$ cat src/rtl/launch_pkg.sv
// launch_pkg: shared state/request enums and default constants for the launch parameter controller.
package launch_pkg;
    typedef enum logic {IDLE, HOLD} state_t;
    typedef enum logic [2:0] {NONE, AUP, ADN, PUP, PDN} req_t;
    localparam int ANG_W_D    = 5;
    localparam int ANG_MAX_D  = 16;
    localparam int VEL_W_D    = 3;
    localparam int VEL_MAX_D  = 5;
    localparam int ANG_HOLD_D = 3;
    localparam int VEL_HOLD_D = 6;
    localparam int X0_D       = 42;
    localparam int Y0_D       = 425;
    localparam int ANG_DX_D   = 1;
    localparam int ANG_DY_D   = 4;
    localparam int VEL_DX_D   = 4;
    localparam int VEL_DY_D   = 10;
    localparam int MARK_SZ_D  = 5;
    localparam int HOLD_W     = 8;
endpackage

$ cat src/rtl/holdoff_timer.sv
// holdoff_timer: tick-driven countdown; done pulses on the tick where the count reads 1.
module holdoff_timer #(
    parameter int W = 8
) (
    input  logic         clk,
    input  logic         rst,
    input  logic         load,
    input  logic [W-1:0] value,
    input  logic         tick,
    output logic         done
);
    logic [W-1:0] r_cnt;
    always_ff @(posedge clk) begin
        if (rst)
            r_cnt <= '0;
        else if (load)
            r_cnt <= (value == '0) ? W'(1) : value;
        else if (tick && r_cnt != '0)
            r_cnt <= r_cnt - W'(1);
    end
    assign done = tick && r_cnt == W'(1);
endmodule

$ cat src/rtl/launch_param_ctrl.sv
// launch_param_ctrl: button-driven angle/velocity stepping with hold-off and an aiming marker.
module launch_param_ctrl
    import launch_pkg::*;
#(
    parameter int ANG_W    = ANG_W_D,
    parameter int ANG_MAX  = ANG_MAX_D,
    parameter int VEL_W    = VEL_W_D,
    parameter int VEL_MAX  = VEL_MAX_D,
    parameter int ANG_HOLD = ANG_HOLD_D,
    parameter int VEL_HOLD = VEL_HOLD_D,
    parameter int X0       = X0_D,
    parameter int Y0       = Y0_D,
    parameter int ANG_DX   = ANG_DX_D,
    parameter int ANG_DY   = ANG_DY_D,
    parameter int VEL_DX   = VEL_DX_D,
    parameter int VEL_DY   = VEL_DY_D,
    parameter int MARK_SZ  = MARK_SZ_D
) (
    input  logic             clk,
    input  logic             rst,
    input  logic             tick,
    input  logic             angleup,
    input  logic             angledown,
    input  logic             powerup,
    input  logic             powerdown,
    input  logic             lock,
    input  logic [9:0]       xCount,
    input  logic [9:0]       yCount,
    output logic             arrow,
    output logic [ANG_W-1:0] Ang,
    output logic [VEL_W-1:0] Vel,
    output logic [9:0]       markX,
    output logic [9:0]       markY,
    output logic             busy
);
    localparam logic [ANG_W-1:0]  AMAX = ANG_W'(ANG_MAX);
    localparam logic [VEL_W-1:0]  VMAX = VEL_W'(VEL_MAX);
    localparam logic [HOLD_W-1:0] AH   = HOLD_W'(ANG_HOLD);
    localparam logic [HOLD_W-1:0] VH   = HOLD_W'(VEL_HOLD);
    localparam logic [9:0]        ADX  = 10'(ANG_DX);
    localparam logic [9:0]        ADY  = 10'(ANG_DY);
    localparam logic [9:0]        VDX  = 10'(VEL_DX);
    localparam logic [9:0]        VDY  = 10'(VEL_DY);
    localparam logic [10:0]       MSZ  = 11'(MARK_SZ);

    state_t            r_state, w_state_nx;
    req_t              w_req;
    logic              w_load, w_done, w_hit;
    logic [HOLD_W-1:0] w_hold_val;
    logic [ANG_W-1:0]  r_ang;
    logic [VEL_W-1:0]  r_vel;
    logic [9:0]        r_mx, r_my;
    logic              r_arrow;

    // Saturated requests fall through to the next lower priority.
    assign w_req = (!angleup   && r_ang < AMAX)  ? AUP :
                   (!angledown && r_ang != '0)   ? ADN :
                   (!powerup   && r_vel < VMAX)  ? PUP :
                   (!powerdown && r_vel != '0)   ? PDN : NONE;
    assign w_hold_val = (w_req == AUP || w_req == ADN) ? AH : VH;

    always_comb begin
        w_load     = r_state == IDLE && tick && !lock && w_req != NONE;
        w_state_nx = w_load ? HOLD : (r_state == HOLD && w_done) ? IDLE : r_state;
    end

    holdoff_timer #(.W(HOLD_W)) u_hold (
        .clk   (clk),
        .rst   (rst),
        .load  (w_load),
        .value (w_hold_val),
        .tick  (tick),
        .done  (w_done)
    );

    // Marker box bounds are compared in 11 bits so markX+MARK_SZ never wraps.
    assign w_hit = xCount > r_mx && {1'b0, xCount} < {1'b0, r_mx} + MSZ &&
                   yCount > r_my && {1'b0, yCount} < {1'b0, r_my} + MSZ;

    always_ff @(posedge clk) begin
        if (rst) begin
            r_state <= IDLE;
            r_ang   <= '0;
            r_vel   <= '0;
            r_mx    <= 10'(X0);
            r_my    <= 10'(Y0);
            r_arrow <= 1'b0;
        end else begin
            r_state <= w_state_nx;
            r_arrow <= w_hit;
            if (w_load) begin
                case (w_req)
                    AUP: begin r_ang <= r_ang + ANG_W'(1); r_mx <= r_mx - ADX; r_my <= r_my - ADY; end
                    ADN: begin r_ang <= r_ang - ANG_W'(1); r_mx <= r_mx + ADX; r_my <= r_my + ADY; end
                    PUP: begin r_vel <= r_vel + VEL_W'(1); r_mx <= r_mx + VDX; r_my <= r_my - VDY; end
                    PDN: begin r_vel <= r_vel - VEL_W'(1); r_mx <= r_mx - VDX; r_my <= r_my + VDY; end
                    default: ;
                endcase
            end
        end
    end

    assign arrow = r_arrow;
    assign Ang   = r_ang;
    assign Vel   = r_vel;
    assign markX = r_mx;
    assign markY = r_my;
    assign busy  = r_state == HOLD;
endmodule

$ cat config.mk
export PLATFORM = sky130hd
export DESIGN_NAME = launch_param_ctrl
export DESIGN_NICKNAME = d
export VERILOG_FILES = /design/src/rtl/launch_pkg.sv /design/src/rtl/holdoff_timer.sv /design/src/rtl/launch_param_ctrl.sv
export SDC_FILE = /design/constraint.sdc
export NUM_CORES = 1
export LEC_CHECK = 0
export BUFFER_PORTS_ARGS = -buffer_cell sky130_fd_sc_hd__buf_4
export CAP_MARGIN = 30
export CORE_ASPECT_RATIO = 1.2
export CORE_UTILIZATION = 29
export CTS_CLUSTER_DIAMETER = 150
export CTS_CLUSTER_SIZE = 10
export DETAILED_ROUTE_END_ITERATION = 10
export HOLD_SLACK_MARGIN = 0.12
export PLACE_DENSITY_LB_ADDON = 0.1
export SLEW_MARGIN = 20
export SYNTH_ARGS = -nofsm -noshare
export SYNTH_HDL_FRONTEND = slang
export SYNTH_SLANG_ARGS = --single-unit
$ cat constraint.sdc
create_clock -name clk -period 9 [get_ports clk]
set_input_delay 1.35 -clock clk [delete_from_list [all_inputs] [get_ports clk]]
set_output_delay 1.35 -clock clk [all_outputs]
set_load 0.01 [all_outputs]
---- Word-level counts from Yosys, hierarchy flattened ----
Index checks and enable logic that the tools add are counted.
operators by class
  $add $sub $neg .......................... 15
  magnitude comparators ................... 6
  equality and inequality tests ........... 5
  mux-type cells .......................... 14
  bitwise logic cells ..................... 1
  reduce and logical (&&, ||, !) cells .... 32
operator list
  kind                   number
  $pmux 10 s4            2
  $add 10x3->11 const B  2
  $lt 10x11->1           2
  $add 10x3->10 const B  2
  $gt 10x10->1           2
  $sub 10x3->10 const B  2
  $mux 3                 6
  $mux 8                 2
  $logic_and 1x1->1      13
  $add 10x1->10 const B  1
  $add 10x4->10 const B  1
  $pmux 5 s2             1
  $sub 10x1->10 const B  1
  $sub 10x4->10 const B  1
  $eq 8x1->1 const B     1
  $logic_not 8->1        1
  $reduce_bool 2->1      4
  $reduce_bool 8->1      1
  $sub 8x1->8 const B    1
  $eq 3x2->1 const B     2
  $pmux 3 s2             1
  $reduce_and 2->1       3
  $reduce_bool 3->1      2
  $add 5x1->5 const B    1
  13 further kinds       18
storage, ports and cells
  flip-flop bits (word level) ............. 38
  input port bits ......................... 28
  output and inout port bits .............. 30
  logic and storage cells ................. 80

---- Depth between registers and ports, before layout ----
Gate-level depths: netlist of the first run.
  depth in word-level cells ............... 12
  gate-level depth with buffers ........... 12
  mapped depth without buffers ............ 12

---- Cells and area by module ----
From an unflattened synthesis of the first run, not the netlist that was laid out.
unflattened totals
  cells, all modules ...................... 534
  area, all modules ....................... 4,301.6 µm²
by module, submodules not included
  module             instances  cells an instance  area each (µm²)  seq. area each (µm²)
  launch_param_ctrl  1          467                3,758.6          580.6
  holdoff_timer      1          67                 543.0            160.2

---- Least setup slack after synthesis of the first run ----
OpenSTA, ideal clock, no wires.
  path kind ............................... input -> register
  start point ............................. input port angleup
  end point ............................... register r_my[9] (netlist: markY[9])
  library setup time ...................... 0.125 ns
  arrival time ............................ 3.971 ns
  data required time ...................... 8.875 ns
  slack ................................... 4.904 ns
  stages on the path ...................... 12
  path buffers ............................ 0
  cells stage by stage .................... nor2b_1 -> o22ai_2 -> nor3b_4 -> inv_1 -> fa_1 -> a21oi_1 -> o211ai_1 -> o41ai_1 -> xor2_1 -> a22oi_1 -> xnor2_1 -> nor2_1
between the ends
  word-level cells in the longest chain between the ends .. 6
  elaborated cells between the ends (all ways) .. 12
  classes of those cells .................. eq/ne (4); mux (2); reduce/logical (6)
RTL lines
  item                                                              RTL line                 RTL
  start: declaration                                                launch_param_ctrl.sv:22  input logic angleup,
  $logic_not 1->1 *                                                 launch_param_ctrl.sv:56  assign w_req = (!angleup && r_ang < AMAX) ? AUP :
  $logic_and 1x1->1 *                                               launch_param_ctrl.sv:56
  $mux 3 *                                                          launch_param_ctrl.sv:56
  $eq 3x1->1 (tied with other cells)                                launch_param_ctrl.sv:92  case (w_req)
  $reduce_bool 4->1 (no line) or $logic_and 1x1->1 (tied branches)  -
  $reduce_and 2->1 (no line)                                        -
  end signal: assignment                                            launch_param_ctrl.sv:93  AUP: begin r_ang <= r_ang + ANG_W'(1); r_mx <= r_mx - ADX; r_my <= r_my - ADY; end
  end signal: assignment                                            launch_param_ctrl.sv:94  ADN: begin r_ang <= r_ang - ANG_W'(1); r_mx <= r_mx + ADX; r_my <= r_my + ADY; end
  end signal: assignment                                            launch_param_ctrl.sv:95  PUP: begin r_vel <= r_vel + VEL_W'(1); r_mx <= r_mx + VDX; r_my <= r_my - VDY; end
  end: declaration                                                  launch_param_ctrl.sv:52  logic [9:0] r_mx, r_my;
Mark *: on every way between the ends. The rest lies on a longest branch, timed or not.
A chain may end at the register's enable or synchronous reset.

---- Worst setup path in the final report of the first run ----
Ends and elaborated chain as after synthesis.

==> flow_summary.json, run 1 <==
{
  "p_total_mw": 0.794,
  "period_share_pct": 48.5,
  "cp.arrival_ns": 4.53,
  "clock_sinks": 37,
  "synth_common_cells": "ha_1, nor2_1, inv_1",
  "crit_chain": "buf_4 > nor2b_1 > o22ai_2 > nor3b_4 > inv_1 > fa_1 > a21oi_1 > o211ai_1 > o41ai_1 > xor2_1 > a22oi_1 > xnor2_1 > nor2_1",
  "nFillCells": 1513,
  "cts_root_buf": "clkbuf_16",
  "async_reset_ff_share_pct": 0,
  "worst_setup_path_end_kind": "register",
  "cts_max_path_buffers": 2,
  "synthesis.nets": 611,
  "diodes": 0,
  "gr-total-overflow": 0,
  "grt_pass1_wl_mm": 18.4,
  "cp.required_ns": 9.17,
  "grt_max_degree": 39,
  "final-max-slew-violation-count": 0,
  "path_class": "input pin to register",
  "drv_cap": 0,
  "via_per_inst": 5.17,
  "avgSynthCellArea_sq_um": 8.21,
  "cts_resized": 0,
  "relSlewSlack_pct": 51.7,
  "dr.pass1.iters": 7,
  "path_delay_family": "compound AO/OA/AOI/OAI gates",
  "h-tree-depth": 2,
  "io_pins": 58,
  "fmax_mhz": 229,
  "tightest_slew_ns": 0.723,
  "synth_area_sq_um": 4150,
  "vias": 3767,
  "rows": 47,
  "dieArea_sq_um": 14800,
  "drc_errors": 6,
  "synth-edff-count": 0,
  "hold_viol": 0,
  "syn_inst": 505,
  "path_max_fanout": 11,
  "ctsHoldBuffers": 0,
  "ys.flop_type": "dfxtp_1",
  "netlist.area_leader.share_pct": 21.7,
  "clk_latency_ns": 0.29,
  "vdd_drop_max_mv": 0.115,
  "synth_most_common_cell": "ha_1",
  "worstSetupStartpointType": "input pin",
  "cts_tree": "built",
  "synth.largest_area_cell": "ha_1",
  "first_global_vias": 3845,
  "core_area_sq_um": 13900,
  "hp-class": "register to register",
  "cts_setup_buffers": 0,
  "rsz0062_at_grt": "no",
  "areaGrowthSynthToFinish_pct": 17.4,
  "cts_buffers": 5,
  "ys_ff_latch": 37,
  "fin_crit_ns": 4.36,
  "leakagePower_nw": 2.12,
  "initial_core_util_pct": 29.9,
  "cpMaxStageDelayCell": "nor3b_4",
  "critPathMaxStageDelay_ns": 0.55,
  "ys_types": 66,
  "p_per_area_nw_per_um2": 163,
  "r2r_setup_slack_ns": 5.32,
  "post_drt_wl_per_cell_um": 15.1,
  "ys_top_cells_by_area": "ha_1, dfxtp_1, xnor2_1, nor2_1, a21oi_1",
  "drtAntennaViolNets": 0,
  "fp.dieW_um": 111,
  "fp.dieH_um": 133,
  "placement.io_buffers": 56,
  "skew_ns": 0.00815,
  "violations": "DRC",
  "layout-drive-gt1-share_pct": 14.2,
  "grt.total_usage_pct": 15.4,
  "setup_tns_ns": 0,
  "synth_seq_area_share_pct": 17.9,
  "outcome": "finished, violations left",
  "critical_path_buf_inv_count": 2,
  "nets": 663,
  "ys_warn_count": 0,
  "routed_wl_mm": 11.0,
  "gp_congestion": 0.773,
  "hpwlAfterDp_mm": 8.65,
  "drt_iter0_markers": 157,
  "antenna_found_initial": 0,
  "setup_violations": 0,
  "cts.clk_slew.worst_paths_ns": 0.07
}
worst reg2reg max path, delay by kind of cell (launching register included):
kind | cells | cell delay, ns
buffers and inverters | 1 | 0.36
AOI/OAI and AO/OA | 5 | 1.13
xor gates and xnor gates | 2 | 0.25
DFF | 1 | 0.36
and+or+nand+nor | 3 | 0.98
adders and majority gates | 1 | 0.48
worst paths after layout:
kind	start	cells past startpoint	to
worst min register to register	busy	2	busy
worst max-delay path	angleup	13	markY[9]
worst min-delay path	busy	2	busy
worst max register to register	Ang[2]	12	markY[9]
cell type report:
cell class,instances,area [sq um],share of cell area (%)
repair buffers,59,443,9.10
inverters,40,150,3.08
clock inverters,3,21.3,0.437
clock buffers,5,125,2.57
flip-flops and latches,37,741,15.2
well taps,171,214,4.39
multi-input cells,414,3170,65.2
placed cells by master (no fill, tap or decap), types with 2 or more instances in the layout:
cell type   n
nor3_4      2
nand3b_1    3
nor3_1     23
inv_1      40
o21bai_1    3
xor2_1     14
a211o_1     3
o21a_1      8
a21o_1     16
or3_1       2
nor2b_1     7
nand4_1     5
a31oi_1     2
o211ai_1    7
nand3_1    16
a211oi_1   16
a21oi_1    31
clkbuf_16   5
o21ai_1     2
a2111oi_0   2
nand2_1    27
dfxtp_1    37
o2111ai_1   2
xnor2_1    38
o22ai_1     2
fa_1        6
o21ai_0    22
nor2_1     44
o41ai_1     3
ha_1       72
nand2b_1    3
buf_4      59
nor4_1      3
cell families after synthesis:
family / Yosys count / synth area share (%)
AO/OA/AOI/OAI: 136 / 22.4
XOR/XNOR: 52 / 11.0
adder cells (fa/ha/maj): 79 / 24.9
buffers and inverters: 54 / 5.61
flip-flops: 37 / 17.9
other: 1 / 0.0904
AND/OR/NAND/NOR: 146 / 18.2
where the power goes:
part / total, mW / internal [mW] / switching, mW
Clock: 0.182 / 0.103 / 0.0788
Sequential: 0.228 / 0.189 / 0.0391
Combinational: 0.384 / 0.183 / 0.201
through the flow:
step                cell area [sq um]  hold WS, ns  util (%)  instances  setup slack, ns
floorplan                        4150        0.488         -        505             4.90
global placement                 4710        0.464      34.0        720             4.42
detailed placement               4720        0.470      34.0        721             4.33
CTS                              4870        0.485      35.1        729             4.63
global route                     4870        0.508      35.1        729             4.38
finish                           4870        0.479      35.1        729             4.64
flip-flops by register name, indices dropped and copies added, names as in the netlist:
name / flops
Ang: 5
Vel: 3
arrow: 1
busy: 1
markX: 10
markY: 9
u_hold.r_cnt: 8
layer usage:
| metal | up-vias | GRT usage, % | routed length, um |
|---|---|---|---|
| met5 | - | 0 | 0 |
| met4 | 0 | 3.75 | 121 |
| met3 | 10 | 2.02 | 336 |
| met2 | 66 | 28.2 | 5400 |
| met1 | 1765 | 19.0 | 5120 |
| li1 | 1926 | - | - |
(Power assumes the default switching activity.)
==> inputs of run 2 (changes only) <==
==> constraint.sdc (replaced) <==
create_clock -name clk -period 3.7 [get_ports clk]
set_input_delay 0.555 -clock clk [delete_from_list [all_inputs] [get_ports clk]]
set_output_delay 0.555 -clock clk [all_outputs]
set_load 0.01 [all_outputs]
==> flow_summary.json, run 2 (synthesis gave the netlist of run 1 again) <==
{
  "outcome": "finished, violations left",
  "violations": "DRC",
  "largest_register_ffs": 10,
  "hp-class": "register to register",
  "ctsHoldBuffers": 0,
  "dieArea_sq_um": 14800,
  "fp.dieW_um": 111,
  "cts_setup_buffers": 0,
  "io_pins": 58,
  "cts.clk_slew.worst_paths_ns": 0.06,
  "via_per_inst": 5.10,
  "nFillCells": 1482,
  "holdPathEnd": "busy",
  "hpwlAfterDp_mm": 8.80,
  "fmax_mhz": 310,
  "grt_max_degree": 39,
  "leakagePower_nw": 2.16,
  "setup_violations": 0,
  "fin_crit_ns": 3.23,
  "rsz0062_at_grt": "no",
  "seq_area_sq_um": 741,
  "tightest_slew_ns": 0.635,
  "cts_resized": 0,
  "cts_tree": "built",
  "relSlewSlack_pct": 57.7,
  "period_share_pct": 87.3,
  "clock_sinks": 37,
  "r2r-start": "Ang[2]",
  "gp_congestion": 0.800,
  "rows": 47,
  "nets": 668,
  "routed_wl_mm": 11.3,
  "cp.required_ns": 3.86,
  "worst_setup_path_end_kind": "register",
  "diodes": 0,
  "drt_iter0_markers": 119,
  "p_total_mw": 2.00,
  "final_cell_mix": "ha_1, buf_4, nor2_1",
  "grt_pass1_wl_mm": 18.5,
  "p_per_area_nw_per_um2": 405,
  "drtAntennaViolNets": 0,
  "clk_latency_ns": 0.29,
  "first_global_vias": 3762,
  "path_max_fanout": 10,
  "worstHoldStart": "busy",
  "fp.dieH_um": 133,
  "r2r_cells": 13,
  "core_area_sq_um": 13900,
  "min_path_cells": 2,
  "dr.pass1.iters": 7,
  "placement.io_buffers": 56,
  "mostFrequentLayoutCell": "ha_1",
  "path_class": "register to register",
  "worstSetupStartpointType": "register",
  "h-tree-depth": 2,
  "cts_max_path_buffers": 2,
  "final-max-slew-violation-count": 0,
  "vdd_drop_max_mv": 0.364,
  "post_drt_wl_per_cell_um": 15.4,
  "grt.total_usage_pct": 15.6,
  "cts_root_buf": "clkbuf_16",
  "drv_cap": 0,
  "cts_buffers": 5,
  "initial_core_util_pct": 29.9,
  "multi_input_area_sq_um": 3170,
  "areaGrowthSynthToFinish_pct": 18.9,
  "antenna_found_initial": 0,
  "cp.arrival_ns": 3.39,
  "gr-total-overflow": 0,
  "worstReg2RegEnd": "markY[9]",
  "skew_ns": 0.00692,
  "vias": 3746,
  "drc_errors": 6,
  "hold_viol": 0,
  "layout-drive-gt1-share_pct": 14.9,
  "r2r_setup_slack_ns": 0.47,
  "setup_tns_ns": 0
}
run 2: changes by cell type in the layout (fill, tap and decap cells not counted), sizes merged:
cell	previous run	this run
buf	59	64
bufinv	0	1
inv	41	40
run 2: critical path, cell delays in order, from the launching register on:
cell,delay (ns)
dfxtp_1,0.36
nor4_4,0.37
nor2_1,0.08
a22o_1,0.22
inv_1,0.32
buf_4,0.28
ha_1,0.25
a21oi_1,0.19
o211ai_1,0.16
o41ai_1,0.37
xor2_1,0.11
a22oi_1,0.19
xnor2_1,0.14
nor2_1,0.05
run 2: metal layers:
metal,vias up,GRT usage [%],wire length [um]
met2,49,28.3,5490
met1,1741,19.1,5330
met4,0,3.98,129
met3,11,2.29,318
met5,-,0,0
li1,1945,-,-
run 2: area by class of cell:
class | count | share of cell area [%]
tap | 171 | 4.34
inverter | 40 | 3.04
timing repair buffer | 64 | 9.74
multi-input combinational | 414 | 64.4
clock buffer | 5 | 2.54
clock inverter | 3 | 0.939
sequential | 37 | 15.0
run 2: worst max-delay path by stage:
| stage | start | endpoint | slack [ns] | cells past startpoint |
|---|---|---|---|---|
| 3_5_place_dp | angleup | markY[9] | 0.30 | 13 |
| 2_1_floorplan | angleup | markY[9] | 0.40 | 12 |
| 3_3_place_gp | angleup | markY[9] | 0.43 | 13 |
| 4_1_cts | Ang[2] | markX[9] | 0.48 | 12 |
| 6_report | Ang[2] | markY[9] | 0.47 | 13 |
| 5_1_grt | Ang[2] | markY[9] | 0.19 | 12 |
run 2: through the flow:
stage / std cells / setup slack [ns] / utilization (%) / hold slack (ns) / cell area [sq um]
floorplan: 505 / 0.399 / - / 0.488 / 4150
global placement: 726 / 0.434 / 34.3 / 0.462 / 4760
detailed placement: 726 / 0.301 / 34.3 / 0.463 / 4760
CTS: 734 / 0.480 / 35.5 / 0.474 / 4930
global route: 734 / 0.187 / 35.5 / 0.505 / 4930
finish: 734 / 0.471 / 35.5 / 0.470 / 4930
run 2: where the power goes:
part | switching (mW) | total (mW) | leakage [nW] | internal, mW
clock network | 0.185 | 0.505 | 0.0800 | 0.319
registers | 0.0924 | 0.552 | 0.302 | 0.460
logic | 0.493 | 0.942 | 1.77 | 0.449
total | 0.771 | 2.00 | 2.16 | 1.23
